==> config.mk <==
export PLATFORM = sky130hd
export DESIGN_NAME = rv_multicycle_ctrl_flat
export DESIGN_NICKNAME = d
export VERILOG_FILES = /design/src/rtl/rv_multicycle_ctrl_pkg.sv /design/src/rtl/rv_multicycle_ctrl_if.sv /design/src/rtl/rv_multicycle_ctrl_alu_dec.sv /design/src/rtl/rv_multicycle_ctrl.sv /design/src/flat_wrapper.sv
export SDC_FILE = /design/constraint.sdc
export NUM_CORES = 1
export LEC_CHECK = 0
export CORE_AREA = 2 2 69 71
export CTS_CLUSTER_DIAMETER = 150
export CTS_CLUSTER_SIZE = 40
export DETAILED_ROUTE_END_ITERATION = 8
export DIE_AREA = 0 0 71 73
export GPL_TIMING_DRIVEN = 0
export PLACE_DENSITY_LB_ADDON = 0.12
export RECOVER_POWER = 100
export SKIP_CTS_REPAIR_TIMING = 1
export SLEW_MARGIN = 5
export SYNTH_ARGS = -nofsm -noshare
export SYNTH_HDL_FRONTEND = slang
export SYNTH_HIERARCHICAL = 1
export SYNTH_SLANG_ARGS = --single-unit
==> constraint.sdc <==
create_clock -name clk -period 2.55 [get_ports clk]
set_input_delay 0.51 -clock clk [delete_from_list [all_inputs] [get_ports clk]]
set_output_delay 0.51 -clock clk [all_outputs]
set_load 0.005 [all_outputs]
==> src/rtl/rv_multicycle_ctrl_pkg.sv <==
// rv_ctrl_pkg: shared types and encodings for the RV32I multi-cycle controller.
//   state_e    - FSM state encoding (also visible on the debug state output)
//   Op*        - RV32I major opcodes recognised by the controller
//   alu_sel_e  - ALU operation select
//   imm_sel_e  - immediate format select
//   wb_sel_e   - register-file writeback source
package rv_ctrl_pkg;

    typedef enum logic [2:0] {
        StFetch  = 3'd0,
        StDecode = 3'd1,
        StExec   = 3'd2,
        StMem    = 3'd3,
        StWb     = 3'd4,
        StTrap   = 3'd5
    } state_e;

    localparam logic [6:0] OpR      = 7'b0110011;
    localparam logic [6:0] OpImm    = 7'b0010011;
    localparam logic [6:0] OpLoad   = 7'b0000011;
    localparam logic [6:0] OpStore  = 7'b0100011;
    localparam logic [6:0] OpBranch = 7'b1100011;
    localparam logic [6:0] OpJal    = 7'b1101111;
    localparam logic [6:0] OpJalr   = 7'b1100111;
    localparam logic [6:0] OpLui    = 7'b0110111;
    localparam logic [6:0] OpAuipc  = 7'b0010111;

    typedef enum logic [3:0] {
        AluAdd   = 4'd0,
        AluSub   = 4'd1,
        AluSll   = 4'd2,
        AluSlt   = 4'd3,
        AluSltu  = 4'd4,
        AluXor   = 4'd5,
        AluSrl   = 4'd6,
        AluSra   = 4'd7,
        AluOr    = 4'd8,
        AluAnd   = 4'd9,
        AluCopyB = 4'd10
    } alu_sel_e;

    typedef enum logic [2:0] {
        ImmI = 3'd0,
        ImmS = 3'd1,
        ImmB = 3'd2,
        ImmU = 3'd3,
        ImmJ = 3'd4
    } imm_sel_e;

    typedef enum logic [1:0] {
        WbMem = 2'd0,
        WbAlu = 2'd1,
        WbPc4 = 2'd2
    } wb_sel_e;

    function automatic logic opcode_is_legal(input logic [6:0] op);
        case (op)
            OpR, OpImm, OpLoad, OpStore, OpBranch,
            OpJal, OpJalr, OpLui, OpAuipc: return 1'b1;
            default:                       return 1'b0;
        endcase
    endfunction

endpackage

==> src/rtl/rv_multicycle_ctrl_if.sv <==
// rv_multicycle_ctrl_if: bundle between the multi-cycle controller and the
// datapath/memory side.
//   Inputs to the controller : mem_rdata, mem_ready, br_eq, br_lt
//   Outputs of the controller: mem_req, mem_rw, inst, A_sel, B_sel, imm_sel,
//                              alu_sel, br_un, pc_sel, pc_we, reg_we, wb_sel,
//                              state, illegal
//   master = controller, slave = datapath/memory.
interface rv_multicycle_ctrl_if;
    logic [31:0] mem_rdata;
    logic        mem_ready;
    logic        br_eq;
    logic        br_lt;
    logic        mem_req;
    logic        mem_rw;
    logic [31:0] inst;
    logic        A_sel;
    logic        B_sel;
    logic [2:0]  imm_sel;
    logic [3:0]  alu_sel;
    logic        br_un;
    logic        pc_sel;
    logic        pc_we;
    logic        reg_we;
    logic [1:0]  wb_sel;
    logic [2:0]  state;
    logic        illegal;

    modport master (
        input  mem_rdata, mem_ready, br_eq, br_lt,
        output mem_req, mem_rw, inst, A_sel, B_sel, imm_sel, alu_sel, br_un,
               pc_sel, pc_we, reg_we, wb_sel, state, illegal
    );

    modport slave (
        output mem_rdata, mem_ready, br_eq, br_lt,
        input  mem_req, mem_rw, inst, A_sel, B_sel, imm_sel, alu_sel, br_un,
               pc_sel, pc_we, reg_we, wb_sel, state, illegal
    );
endinterface

==> src/rtl/rv_multicycle_ctrl_alu_dec.sv <==
// rv_alu_dec: combinational ALU operation decode.
//   i_opcode   - IR[6:0]
//   i_funct3   - IR[14:12]
//   i_funct7_5 - IR[30]
//   o_alu_sel  - ALU operation
module rv_alu_dec
    import rv_ctrl_pkg::*;
(
    input  logic [6:0] i_opcode,
    input  logic [2:0] i_funct3,
    input  logic       i_funct7_5,
    output alu_sel_e   o_alu_sel
);

    always_comb begin
        o_alu_sel = AluAdd;
        if (i_opcode == OpR || i_opcode == OpImm) begin
            case (i_funct3)
                // IR[30] means SUB only for register ops; ADDI ignores it.
                3'b000:  o_alu_sel = (i_opcode == OpR && i_funct7_5) ? AluSub : AluAdd;
                3'b001:  o_alu_sel = AluSll;
                3'b010:  o_alu_sel = AluSlt;
                3'b011:  o_alu_sel = AluSltu;
                3'b100:  o_alu_sel = AluXor;
                3'b101:  o_alu_sel = i_funct7_5 ? AluSra : AluSrl;
                3'b110:  o_alu_sel = AluOr;
                default: o_alu_sel = AluAnd;
            endcase
        end else if (i_opcode == OpLui) begin
            o_alu_sel = AluCopyB;
        end
    end

endmodule

==> src/rtl/rv_multicycle_ctrl.sv <==
// rv_multicycle_ctrl: multi-cycle RV32I control FSM (FETCH/DECODE/EXEC/MEM/WB/TRAP).
// Holds the instruction register and drives all datapath selects and strobes.
//   clk - rising-edge clock
//   rst - asynchronous active-high reset
//   bus - controller side (master) of rv_multicycle_ctrl_if
// Datapath selects are decoded from IR in every state so they stay stable from
// EXEC through MEM and WB; strobes are qualified by state.
module rv_multicycle_ctrl
    import rv_ctrl_pkg::*;
#(
    parameter logic [31:0] RESET_IR    = 32'h0000_0013,
    parameter bit          TRAP_STICKY = 1'b1
) (
    input  logic                 clk,
    input  logic                 rst,
    rv_multicycle_ctrl_if.master bus
);

    state_e      r_state, w_state_next;
    logic [31:0] r_ir, w_ir_next;
    logic        r_taken, w_taken_next;
    logic        r_illegal, w_illegal_next;

    logic [6:0]  w_opcode;
    logic [2:0]  w_funct3;
    alu_sel_e    w_alu_sel;
    imm_sel_e    w_imm_sel;
    wb_sel_e     w_wb_sel;
    logic        w_a_sel, w_b_sel;
    logic        w_is_mem, w_is_store, w_is_branch, w_is_jump, w_writes_rd;
    logic        w_br_cond;

    assign w_opcode = r_ir[6:0];
    assign w_funct3 = r_ir[14:12];

    rv_alu_dec u_alu_dec (
        .i_opcode   (w_opcode),
        .i_funct3   (w_funct3),
        .i_funct7_5 (r_ir[30]),
        .o_alu_sel  (w_alu_sel)
    );

    // Opcode class decode
    always_comb begin
        w_a_sel     = 1'b0;
        w_b_sel     = 1'b0;
        w_imm_sel   = ImmI;
        w_wb_sel    = WbAlu;
        w_is_mem    = 1'b0;
        w_is_store  = 1'b0;
        w_is_branch = 1'b0;
        w_is_jump   = 1'b0;
        w_writes_rd = 1'b0;
        case (w_opcode)
            OpR: w_writes_rd = 1'b1;
            OpImm: begin
                w_b_sel     = 1'b1;
                w_writes_rd = 1'b1;
            end
            OpLoad: begin
                w_b_sel     = 1'b1;
                w_is_mem    = 1'b1;
                w_writes_rd = 1'b1;
                w_wb_sel    = WbMem;
            end
            OpStore: begin
                w_b_sel    = 1'b1;
                w_imm_sel  = ImmS;
                w_is_mem   = 1'b1;
                w_is_store = 1'b1;
            end
            OpBranch: begin
                w_a_sel     = 1'b1;
                w_b_sel     = 1'b1;
                w_imm_sel   = ImmB;
                w_is_branch = 1'b1;
            end
            OpJal: begin
                w_a_sel     = 1'b1;
                w_b_sel     = 1'b1;
                w_imm_sel   = ImmJ;
                w_is_jump   = 1'b1;
                w_writes_rd = 1'b1;
                w_wb_sel    = WbPc4;
            end
            OpJalr: begin
                w_b_sel     = 1'b1;
                w_is_jump   = 1'b1;
                w_writes_rd = 1'b1;
                w_wb_sel    = WbPc4;
            end
            OpLui: begin
                w_b_sel     = 1'b1;
                w_imm_sel   = ImmU;
                w_writes_rd = 1'b1;
            end
            OpAuipc: begin
                w_a_sel     = 1'b1;
                w_b_sel     = 1'b1;
                w_imm_sel   = ImmU;
                w_writes_rd = 1'b1;
            end
            default: ;
        endcase
    end

    // Branch outcome; funct3[1] selects unsigned compare on the comparator side.
    always_comb begin
        case (w_funct3)
            3'b000:  w_br_cond = bus.br_eq;
            3'b001:  w_br_cond = ~bus.br_eq;
            3'b100:  w_br_cond = bus.br_lt;
            3'b101:  w_br_cond = ~bus.br_lt;
            3'b110:  w_br_cond = bus.br_lt;
            3'b111:  w_br_cond = ~bus.br_lt;
            default: w_br_cond = 1'b0;
        endcase
    end

    // Next-state logic
    always_comb begin
        w_state_next   = r_state;
        w_ir_next      = r_ir;
        w_taken_next   = r_taken;
        w_illegal_next = r_illegal;
        unique case (r_state)
            StFetch: begin
                if (bus.mem_ready) begin
                    w_ir_next    = bus.mem_rdata;
                    w_state_next = StDecode;
                end
            end
            StDecode: begin
                if (opcode_is_legal(w_opcode)) begin
                    w_illegal_next = 1'b0;
                    w_state_next   = StExec;
                end else begin
                    w_illegal_next = 1'b1;
                    w_state_next   = StTrap;
                end
            end
            StExec: begin
                w_taken_next = w_is_branch & w_br_cond;
                w_state_next = w_is_mem ? StMem : StWb;
            end
            StMem: begin
                if (bus.mem_ready) begin
                    w_state_next = StWb;
                end
            end
            StWb: w_state_next = StFetch;
            StTrap: begin
                if (!TRAP_STICKY) begin
                    w_state_next = StFetch;
                end
            end
            default: w_state_next = StFetch;
        endcase
    end

    always_ff @(posedge clk or posedge rst) begin
        if (rst) begin
            r_state   <= StFetch;
            r_ir      <= RESET_IR;
            r_taken   <= 1'b0;
            r_illegal <= 1'b0;
        end else begin
            r_state   <= w_state_next;
            r_ir      <= w_ir_next;
            r_taken   <= w_taken_next;
            r_illegal <= w_illegal_next;
        end
    end

    // Strobes are gated by rst because reset parks the FSM in FETCH, which
    // would otherwise raise mem_req while reset is still held.
    always_comb begin
        bus.mem_req = ~rst & ((r_state == StFetch) | (r_state == StMem));
        bus.mem_rw  = (r_state == StMem) & w_is_store;
        bus.pc_we   = ~rst & (r_state == StWb);
        bus.reg_we  = ~rst & (r_state == StWb) & w_writes_rd;
        bus.pc_sel  = (r_state == StWb) & (w_is_jump | (w_is_branch & r_taken));
        bus.inst    = r_ir;
        bus.A_sel   = w_a_sel;
        bus.B_sel   = w_b_sel;
        bus.imm_sel = w_imm_sel;
        bus.alu_sel = w_alu_sel;
        bus.br_un   = r_ir[13];
        bus.wb_sel  = w_wb_sel;
        bus.state   = r_state;
        bus.illegal = r_illegal;
    end

endmodule

==> src/flat_wrapper.sv <==
// flat-port wrapper written by rule: the top's interface ports become plain ports
module rv_multicycle_ctrl_flat import rv_ctrl_pkg::*;
#(
    parameter logic [31:0] RESET_IR    = 32'h0000_0013,
    parameter bit          TRAP_STICKY = 1'b1
)
  (clk, rst, bus_mem_rdata, bus_mem_ready, bus_br_eq, bus_br_lt, bus_mem_req, bus_mem_rw, bus_inst, bus_A_sel, bus_B_sel, bus_imm_sel, bus_alu_sel, bus_br_un, bus_pc_sel, bus_pc_we, bus_reg_we, bus_wb_sel, bus_state, bus_illegal);
  rv_multicycle_ctrl_if bus_i ();
  input  logic clk;
  input  logic rst;
  input wire logic [$bits(bus_i.mem_rdata)-1:0] bus_mem_rdata;
  input wire logic [$bits(bus_i.mem_ready)-1:0] bus_mem_ready;
  input wire logic [$bits(bus_i.br_eq)-1:0] bus_br_eq;
  input wire logic [$bits(bus_i.br_lt)-1:0] bus_br_lt;
  output wire logic [$bits(bus_i.mem_req)-1:0] bus_mem_req;
  output wire logic [$bits(bus_i.mem_rw)-1:0] bus_mem_rw;
  output wire logic [$bits(bus_i.inst)-1:0] bus_inst;
  output wire logic [$bits(bus_i.A_sel)-1:0] bus_A_sel;
  output wire logic [$bits(bus_i.B_sel)-1:0] bus_B_sel;
  output wire logic [$bits(bus_i.imm_sel)-1:0] bus_imm_sel;
  output wire logic [$bits(bus_i.alu_sel)-1:0] bus_alu_sel;
  output wire logic [$bits(bus_i.br_un)-1:0] bus_br_un;
  output wire logic [$bits(bus_i.pc_sel)-1:0] bus_pc_sel;
  output wire logic [$bits(bus_i.pc_we)-1:0] bus_pc_we;
  output wire logic [$bits(bus_i.reg_we)-1:0] bus_reg_we;
  output wire logic [$bits(bus_i.wb_sel)-1:0] bus_wb_sel;
  output wire logic [$bits(bus_i.state)-1:0] bus_state;
  output wire logic [$bits(bus_i.illegal)-1:0] bus_illegal;
  assign bus_i.mem_rdata = bus_mem_rdata;
  assign bus_i.mem_ready = bus_mem_ready;
  assign bus_i.br_eq = bus_br_eq;
  assign bus_i.br_lt = bus_br_lt;
  assign bus_mem_req = bus_i.mem_req;
  assign bus_mem_rw = bus_i.mem_rw;
  assign bus_inst = bus_i.inst;
  assign bus_A_sel = bus_i.A_sel;
  assign bus_B_sel = bus_i.B_sel;
  assign bus_imm_sel = bus_i.imm_sel;
  assign bus_alu_sel = bus_i.alu_sel;
  assign bus_br_un = bus_i.br_un;
  assign bus_pc_sel = bus_i.pc_sel;
  assign bus_pc_we = bus_i.pc_we;
  assign bus_reg_we = bus_i.reg_we;
  assign bus_wb_sel = bus_i.wb_sel;
  assign bus_state = bus_i.state;
  assign bus_illegal = bus_i.illegal;
  rv_multicycle_ctrl #(.RESET_IR(RESET_IR), .TRAP_STICKY(TRAP_STICKY)) u_core (.clk(clk), .rst(rst), .bus(bus_i));
endmodule
# [Word level (Yosys, flattened, before mapping)]
# Cells that the tools add are included.
[word_totals] ramBits=0 romBits=0 regBits=37 latch_bits=0 n_memories=0 word_cells=78
[classes] n_mux=23 n_eq_ne=23 n_lt_le_gt_ge=0 n_addsub=0 bitwise=13 n_div=0 shift=0 reduce_logical=15 multipliers=0
[op_table] op="$pmux 4 s7" n=1
[op_table] op="$eq 7x6->1 const B" n=3
[op_table] op="$eq 7x7->1 const B" n=3
[op_table] op="$eq 3x3->1 const B" n=6
[op_table] op="$pmux 3 s5" n=1
[op_table] op="$eq 7x5->1 const B" n=2
[op_table] op="$eq 3x2->1 const B" n=4
[op_table] op="$mux 1" n=12
[op_table] op="$mux 3" n=4
[op_table] op="$pmux 3 s4" n=1
[op_table] op="$reduce_or 2->1" n=5
[op_table] op="$reduce_or 9->1" n=1
[op_table] op="$mux 4" n=2
[op_table] op="$reduce_or 8->1" n=1
[op_table] op="$and 1x1->1" n=7
[op_table] op="$eq 7x2->1 const B" n=1
[op_table] op="$reduce_or 7->1" n=1
[op_table] op="$eq 3x1->1 const B" n=2
[op_table] op="$logic_not 3->1" n=2
[op_table] op="$ne 2x2->1 const B" n=2
[op_table] op="$not 1->1" n=4
[op_table] op="$pmux 1 s4" n=1
[op_table] op="$pmux 2 s2" n=1
[op_table] op="$reduce_and 3->1" n=1
[op_table] op="5 further kinds" n=6

# [Longest topological paths before layout]
# Gate-level depths: netlist (run 1).
[logic_depth] depth_word=6 depth_mapped=5 ltp_nobuf=4

# [Modules after synthesis]
# Netlist (run 1), hierarchy kept.
[by_module_without_submodules] module="rv_multicycle_ctrl" n_inst=1 area_per_inst_um2=1776.7 cells_per_inst=149
[by_module_without_submodules] module="rv_alu_dec" n_inst=1 area_per_inst_um2=126.4 cells_per_inst=18

# [Least setup slack after synthesis (run 1)]
# OpenSTA, ideal clock, no wires.
[synth_path] kind="reg-to-output" startpoint="reg u_core.r_ir[1] (netlist: u_core/bus.inst[1])" endpoint="out bus_mem_rw" path_stages_with_launch=4 t_arrival_ns=1.410 n_path_buf=0 required_time_ns=2.040 slack_ns=0.630 path_cell_list="dfstp_2 > nand2_2 > or4b_4 > nor3_1"
[synth_via] elab_chain_len=3
[synth_rtl] item="start: declaration" line_no="rv_multicycle_ctrl.sv:20" rtl="logic [31:0] r_ir, w_ir_next;"
[synth_rtl] item="start signal: assignment" line_no="rv_multicycle_ctrl.sv:169" rtl="r_ir <= w_ir_next;"
[synth_rtl] item="$eq 7x6->1" line_no="rv_multicycle_ctrl.sv:54" rtl="case (w_opcode)"
[synth_rtl] item="$mux 1" line_no="rv_multicycle_ctrl.sv:54"
[synth_rtl] item="$and 1x1->1" line_no="rv_multicycle_ctrl.sv:179" rtl="bus.mem_rw = (r_state == StMem) & w_is_store;"
[synth_rtl] item="end: declaration" line_no="flat_wrapper.sv:16" rtl="output wire logic [$bits(bus_i.mem_rw)-1:0] bus_mem_rw;"
# No other way between the ends.

# [Worst setup path after layout (run 1)]
[layout_path] startpoint="reg u_core.r_ir[0] (netlist: u_core/bus.inst[0])" endpoint="out bus_wb_sel[0]"
[layout_via] elab_chain_len=3 elab_cells_between_ends=5 classes_between="3 x eq/ne; 1 x mux; 1 x reduce/logical"
[layout_rtl] item="$eq 7x7->1" line_no="rv_multicycle_ctrl.sv:54"
[layout_rtl] item="$reduce_or 2->1 (no line)"
[layout_rtl] item="$pmux 2 s2 *" line_no="rv_multicycle_ctrl.sv:54"
[layout_rtl] item="end: declaration" line_no="flat_wrapper.sv:26" rtl="output wire logic [$bits(bus_i.wb_sel)-1:0] bus_wb_sel;"
# Mark *: on every way between the ends. The rest lies on a longest branch, timed or not.

==> reports/summary.txt, run 1 <==
Final setup viols: 1
Most used cell, CP: nor2_1
Worst hold path type: reg2reg
Placement Cell Area: 0.00286 sq mm
CP Launch Type: flip-flop
Full die area: 0.00518 sq mm
Final Hold Vio Count: 0
Worst slew pin tran: 1.39 ns
Tmin final: 2.64 ns
Number of synthesized flops with an enable pin: 0
Design Power: 3.28 mW
Slowest cell on crit path: dfstp_2
Core footprint: 0.00454 sq mm
Largest net degree at the start of global routing: 38
Post-synthesis net count: 204
Diode count: 0
Fillers: 357
Worst Skew: 0.00183 ns
Setup WS pre-CTS: -0.0197 ns
Die X: 71 um
Placed insts: 310
Pwr dens: 1050 mW/mm^2
Post-synth top area share: 0.447
CTS max path bufs: 2
Synthesized flop and latch total: 37
Register area share after synthesis: 0.488
WP data arrival: 2.13 ns
Syn avg cell area: 11.4 sq um
Detailed placement HPWL: 3470 um
# IOs: 90
Total Routed Length: 4800 um
Final worst slack: -0.0894 ns
Root Buffer Master: clkbuf_8
R2R Setup Slk: 0.60 ns
TritonCTS clock tree: built
TritonCTS sink count: 37
Worst path cell trace: nand2_4 -> or4b_4 -> nor2_1 -> nor2_1 -> clkdlybuf4s50_1
Area growth syn-to-layout: 63.7%
Post-Synthesis Cell Area: 0.00190 sq mm
Count leader, synth: dfrtp_1
Total grt overflow: 0
Htree depth: 2
Yosys top cell by area: dfrtp_1
Setup CP Type: reg2out
GP Congestion: 0.803
Hold WS: 0.506 ns
Slowest stage delay, CP: 0.60 ns
1st-pass router iterations: 4
Maximum vdd ir drop: 0.604 mV
Mapped Cells: 167
Fin util: 0.687
Top cells by count, synth: dfrtp_1 (34), mux2_2 (27), nor2_1 (11), o21ai_0 (11), nand2_1 (10)
Port Buffers: 89
Normalized max-slew margin: 0.0755
Setup_tns: -0.0894 ns
Vias post-DR: 1668
Number of library cell types mapped by synthesis: 50
Final Non-Filler Cells: 326
Total CTS buffers: 5
DR DRC count: 0
Fmax: 379 MHz
Total GRT Usage: 0.192
Max Cap Viol: 0
Critical Path Sink Type: output port
Via density: 5.12
Clk_lat worst skew: 0.28 ns
DRT antenna net count: 0
Cell Rows: 25
Initial core utilization: 0.420
Clk pin slew, worst setup/hold paths: 0.07 ns
Avg WL per Cell: 14.7 um
Main flop type after synthesis: dfrtp_1
Failing checks: negative setup slack
Synth warnings: 6
Static Leak: 1.40 nW
Net count reported at finish: 308
Iteration-0 DRC Markers: 82
Data required time at the worst endpoint: 2.04 ns
Outcome: complete, but fails checks
Synth area leaders: dfrtp_1 (45%), mux2_2 (16%), dfstp_2 (4.1%), o21ai_0 (2.9%), mux2_1 (2.4%)
Initial antenna violation count: 0
Post-Layout Inst Area: 0.00312 sq mm
Max-slew violation count: 0
Fraction of layout cells with a size suffix above 1: 0.272
First-pass GRT wire length: 7690 um
Final period util: 1.04
Die height: 73 um
Async SR Flop Fraction: 1.00
RSZ-0062 raised after global routing: true
Vias in the first global route: 1644
Crit Path Max Fanout: 8
[path summary, 6_finish.rpt]
kind	end	from	cells past startpoint
worst max register to register	u_core/bus.state[0]	u_core/bus.inst[0]	4
worst max-delay path	bus_wb_sel[0]	u_core/bus.inst[0]	5
worst min register to register	u_core/bus.inst[27]	u_core/bus.inst[27]	1
max in group asynchronous	u_core/bus.inst[5]	rst	2
worst min-delay path	u_core/bus.inst[27]	u_core/bus.inst[27]	1
min in group asynchronous	u_core/r_taken	rst	2
[power by group]
group | total (mW) | switching (mW) | internal [mW]
logic | 1.54 | 0.538 | 1.00
registers | 1.15 | 0.274 | 0.876
clock network | 0.591 | 0.203 | 0.388
[flip-flops by register name, indices dropped and copies added, names as in the netlist]
register            count
u_core/bus.inst        32
u_core/r_taken          1
u_core/bus.illegal      1
u_core/bus.state        3
[per-layer routing]
layer	share of wire	global-route usage	vias up	routed length [um]
met4	0.0092	0.0461	0	44
met1	0.43	0.248	781	2050
li1	-	-	814	-
met2	0.49	0.313	68	2370
met3	0.070	0.0649	5	337
met5	0	0	-	0
[cell families (layout without fill, tap and decap cells)]
logic type | after synthesis | after routing | synth area share
multiplexers | 32 | 32 | 0.189
AO/OA/AOI/OAI | 33 | 33 | 0.120
AND/OR/NAND/NOR | 52 | 52 | 0.165
flip-flops | 37 | 37 | 0.488
buffers and inverters | 13 | 118 | 0.0375
[cell type report]
class,instances,area (sq um),area share
repair buffers,98,978,0.314
flip-flops and latches,37,935,0.300
multi-input cells,117,932,0.299
clock buffers,5,68.8,0.0221
well taps,54,67.6,0.0217
clock inverters,3,65.1,0.0209
plain buffers,8,53.8,0.0173
inverters,4,15.0,0.00482
[placed cells by master (no fill, tap or decap), types with 5 or more instances in the layout]
cell             instances
o21ai_0                 11
clkdlybuf4s50_1         79
buf_4                   12
nand2_1                  9
mux2_2                  27
nor2_1                  11
clkbuf_8                 5
dlymetal6s2s_1           8
dfrtp_1                 30
[worst max-delay path, delay by kind of cell, from the launching register on]
kind | cells | cell delay (ns)
simple gates | 4 | 0.82
flops | 1 | 0.60
buf+inv | 1 | 0.43
Power figures use the tool's default switching activity.
==> inputs of run 2 (changes only) <==
SETUP_SLACK_MARGIN = 0.2   (was not set)
SLEW_MARGIN = not set   (was 5)
==> run 2 against run 1 <==
Fmax grew 9.9%. Critical endpoint is now bus_A_sel. Largest power group unchanged. Clock skew is essentially flat. Sequential share of layout area down 0.37 points. Register-to-register slack got worse by 0.32 ns. Final cell count is 2.1% higher. Utilization is 0.77 points higher. Clock power barely moved. Die area unchanged. Total power down 1.7%. Global-route usage did not move. Wire length up 3.8%. The flow now finishes without violations. Clock-buffer cell count stayed put.
==> reports/summary.txt, run 2 (synthesis gave the netlist of run 1 again) <==
DRT antenna net count: 0 (unchanged)
CTS max path bufs: 2 (unchanged)
Total buffers and inverters traversed by the critical path: 2 (was 1)
Total grt overflow: 0 (unchanged)
1st-pass router iterations: 4 (unchanged)
Total Routed Length: 4990 um (was 4800 um)
Clk_lat worst skew: 0.28 ns (about the same)
Total GRT Usage: 0.192 (unchanged)
WP data arrival: 1.89 ns (was 2.13 ns)
Max Cap Viol: 0 (unchanged)
TritonCTS sink count: 37 (unchanged)
Total CTS buffers: 5 (unchanged)
RSZ-0062 raised after global routing: true (unchanged)
Setup CP Type: reg2out (unchanged)
Root Buffer Master: clkbuf_8 (unchanged)
Vias post-DR: 1709 (was 1668)
Most frequent cells in the layout: clkdlybuf4s50_1 (40), dlygate4sd3_1 (32), dfrtp_1 (31) (was clkdlybuf4s50_1 (79), dfrtp_1 (30), mux2_2 (27))
Avg WL per Cell: 15.0 um (was 14.7 um)
Tmin final: 2.40 ns (was 2.64 ns)
Net count reported at finish: 315 (was 308)
Iteration-0 DRC Markers: 132 (was 82)
DR DRC count: 0 (unchanged)
Delay-heaviest family, CP: flip-flops (was simple AND/OR/NAND/NOR gates)
Largest net degree at the start of global routing: 38 (unchanged)
Normalized max-slew margin: 0.0684 (was 0.0755)
Initial core utilization: 0.420 (unchanged)
Die height: 73 um (unchanged)
Vias in the first global route: 1644 (unchanged)
Commonest non-fill, non-tap cell in the layout: clkdlybuf4s50_1 (unchanged)
Data required time at the worst endpoint: 2.04 ns (about the same)
Worst hold path type: reg2reg (unchanged)
Final period util: 0.941 (was 1.04)
Static Leak: 1.45 nW (was 1.40 nW)
Pwr dens: 1020 mW/mm^2 (was 1050 mW/mm^2)
Outcome: finished clean (was complete, but fails checks)
Worst path cell trace: and3b_1 -> buf_4 -> a32o_1 -> a22oi_1 -> nor2_1 -> dlymetal6s4s_1 (was nand2_4 -> or4b_4 -> nor2_1 -> nor2_1 -> clkdlybuf4s50_1)
Via density: 5.13 (was 5.12)
Placed insts: 310 (unchanged)
Max-slew violation count: 0 (unchanged)
Cell Rows: 25 (unchanged)
Post-Layout Inst Area: 0.00315 sq mm (was 0.00312 sq mm)
Slowest cell on crit path: dfstp_1 (was dfstp_2)
Final Non-Filler Cells: 333 (was 326)
Critical Path Sink Type: output port (unchanged)
Crit Path Max Fanout: 7 (was 8)
Fraction of layout cells with a size suffix above 1: 0.272 (about the same)
Largest register FFs: 32 (unchanged)
TritonCTS clock tree: built (unchanged)
GP Congestion: 0.803 (unchanged)
Area growth syn-to-layout: 65.5% (was 63.7%)
Detailed placement HPWL: 3470 um (unchanged)
Htree depth: 2 (unchanged)
Maximum vdd ir drop: 0.589 mV (was 0.604 mV)
First-pass GRT wire length: 7690 um (unchanged)
Clk pin slew, worst setup/hold paths: 0.07 ns (about the same)
Initial antenna violation count: 0 (unchanged)
Final Hold Vio Count: 0 (unchanged)
Fmax: 417 MHz (was 379 MHz)
Placement Cell Area: 0.00286 sq mm (unchanged)
Full die area: 0.00518 sq mm (unchanged)
Final setup viols: 0 (was 1)
Worst Skew: 0.00210 ns (was 0.00183 ns)
# IOs: 90 (unchanged)
Port Buffers: 89 (unchanged)
Slowest stage delay, CP: 0.59 ns (was 0.60 ns)
CP Launch Type: flip-flop (unchanged)
Diode count: 0 (unchanged)
Worst slew pin tran: 1.40 ns (was 1.39 ns)
Die X: 71 um (unchanged)
Core footprint: 0.00454 sq mm (unchanged)
-- run 2: routing by layer --
metal  track usage  wire [um]  vias up
met2         0.313       2460       82
met1         0.248       2080      794
met4        0.0461         55        0
met3        0.0649        389        7
li1              -          -      826
met5             0          0        -
-- run 2: through the flow --
step | power (mW) | util | hold WS (ns) | setup slack [ns] | setup TNS, ns
2_1_floorplan | 1.76 | - | 0.476 | 0.630 | 0
3_3_place_gp | 2.54 | 0.631 | 0.489 | -0.0149 | -0.0149
3_5_place_dp | 2.56 | 0.631 | 0.495 | -0.0197 | -0.0197
4_1_cts | 3.17 | 0.660 | 0.512 | -0.344 | -2.01
5_1_grt | 3.45 | 0.695 | 0.523 | 0.0910 | 0
6_report | 3.23 | 0.695 | 0.500 | 0.149 | 0
-- run 2: area by class of cell --
class	count	area, sq um
clock buffer	5	68.8
fill	361	1390
multi-input combinational	117	937
sequential	37	933
tap	54	67.6
clock inverter	3	65.1
timing repair buffer	104	1000
buffer	9	63.8
inverter	4	15.0
-- run 2: report_power, final --
part	switching [mW]	total, mW	internal, mW
Clock	0.203	0.591	0.388
Combinational	0.590	1.53	0.943
Sequential	0.237	1.10	0.866
Total	1.03	3.23	2.20
-- run 2: final timing paths --
check	start	to	slack, ns	cells after the start
worst min-delay path	u_core/bus.inst[27]	u_core/bus.inst[27]	0.50	1
worst max-delay path	u_core/bus.inst[4]	bus_A_sel	0.15	6
max in group asynchronous	rst	u_core/bus.inst[5]	0.92	2
worst min register to register	u_core/bus.inst[27]	u_core/bus.inst[27]	0.50	1
worst max register to register	u_core/bus.state[2]	u_core/bus.inst[2]	0.28	5
min in group asynchronous	rst	u_core/r_taken	0.71	2
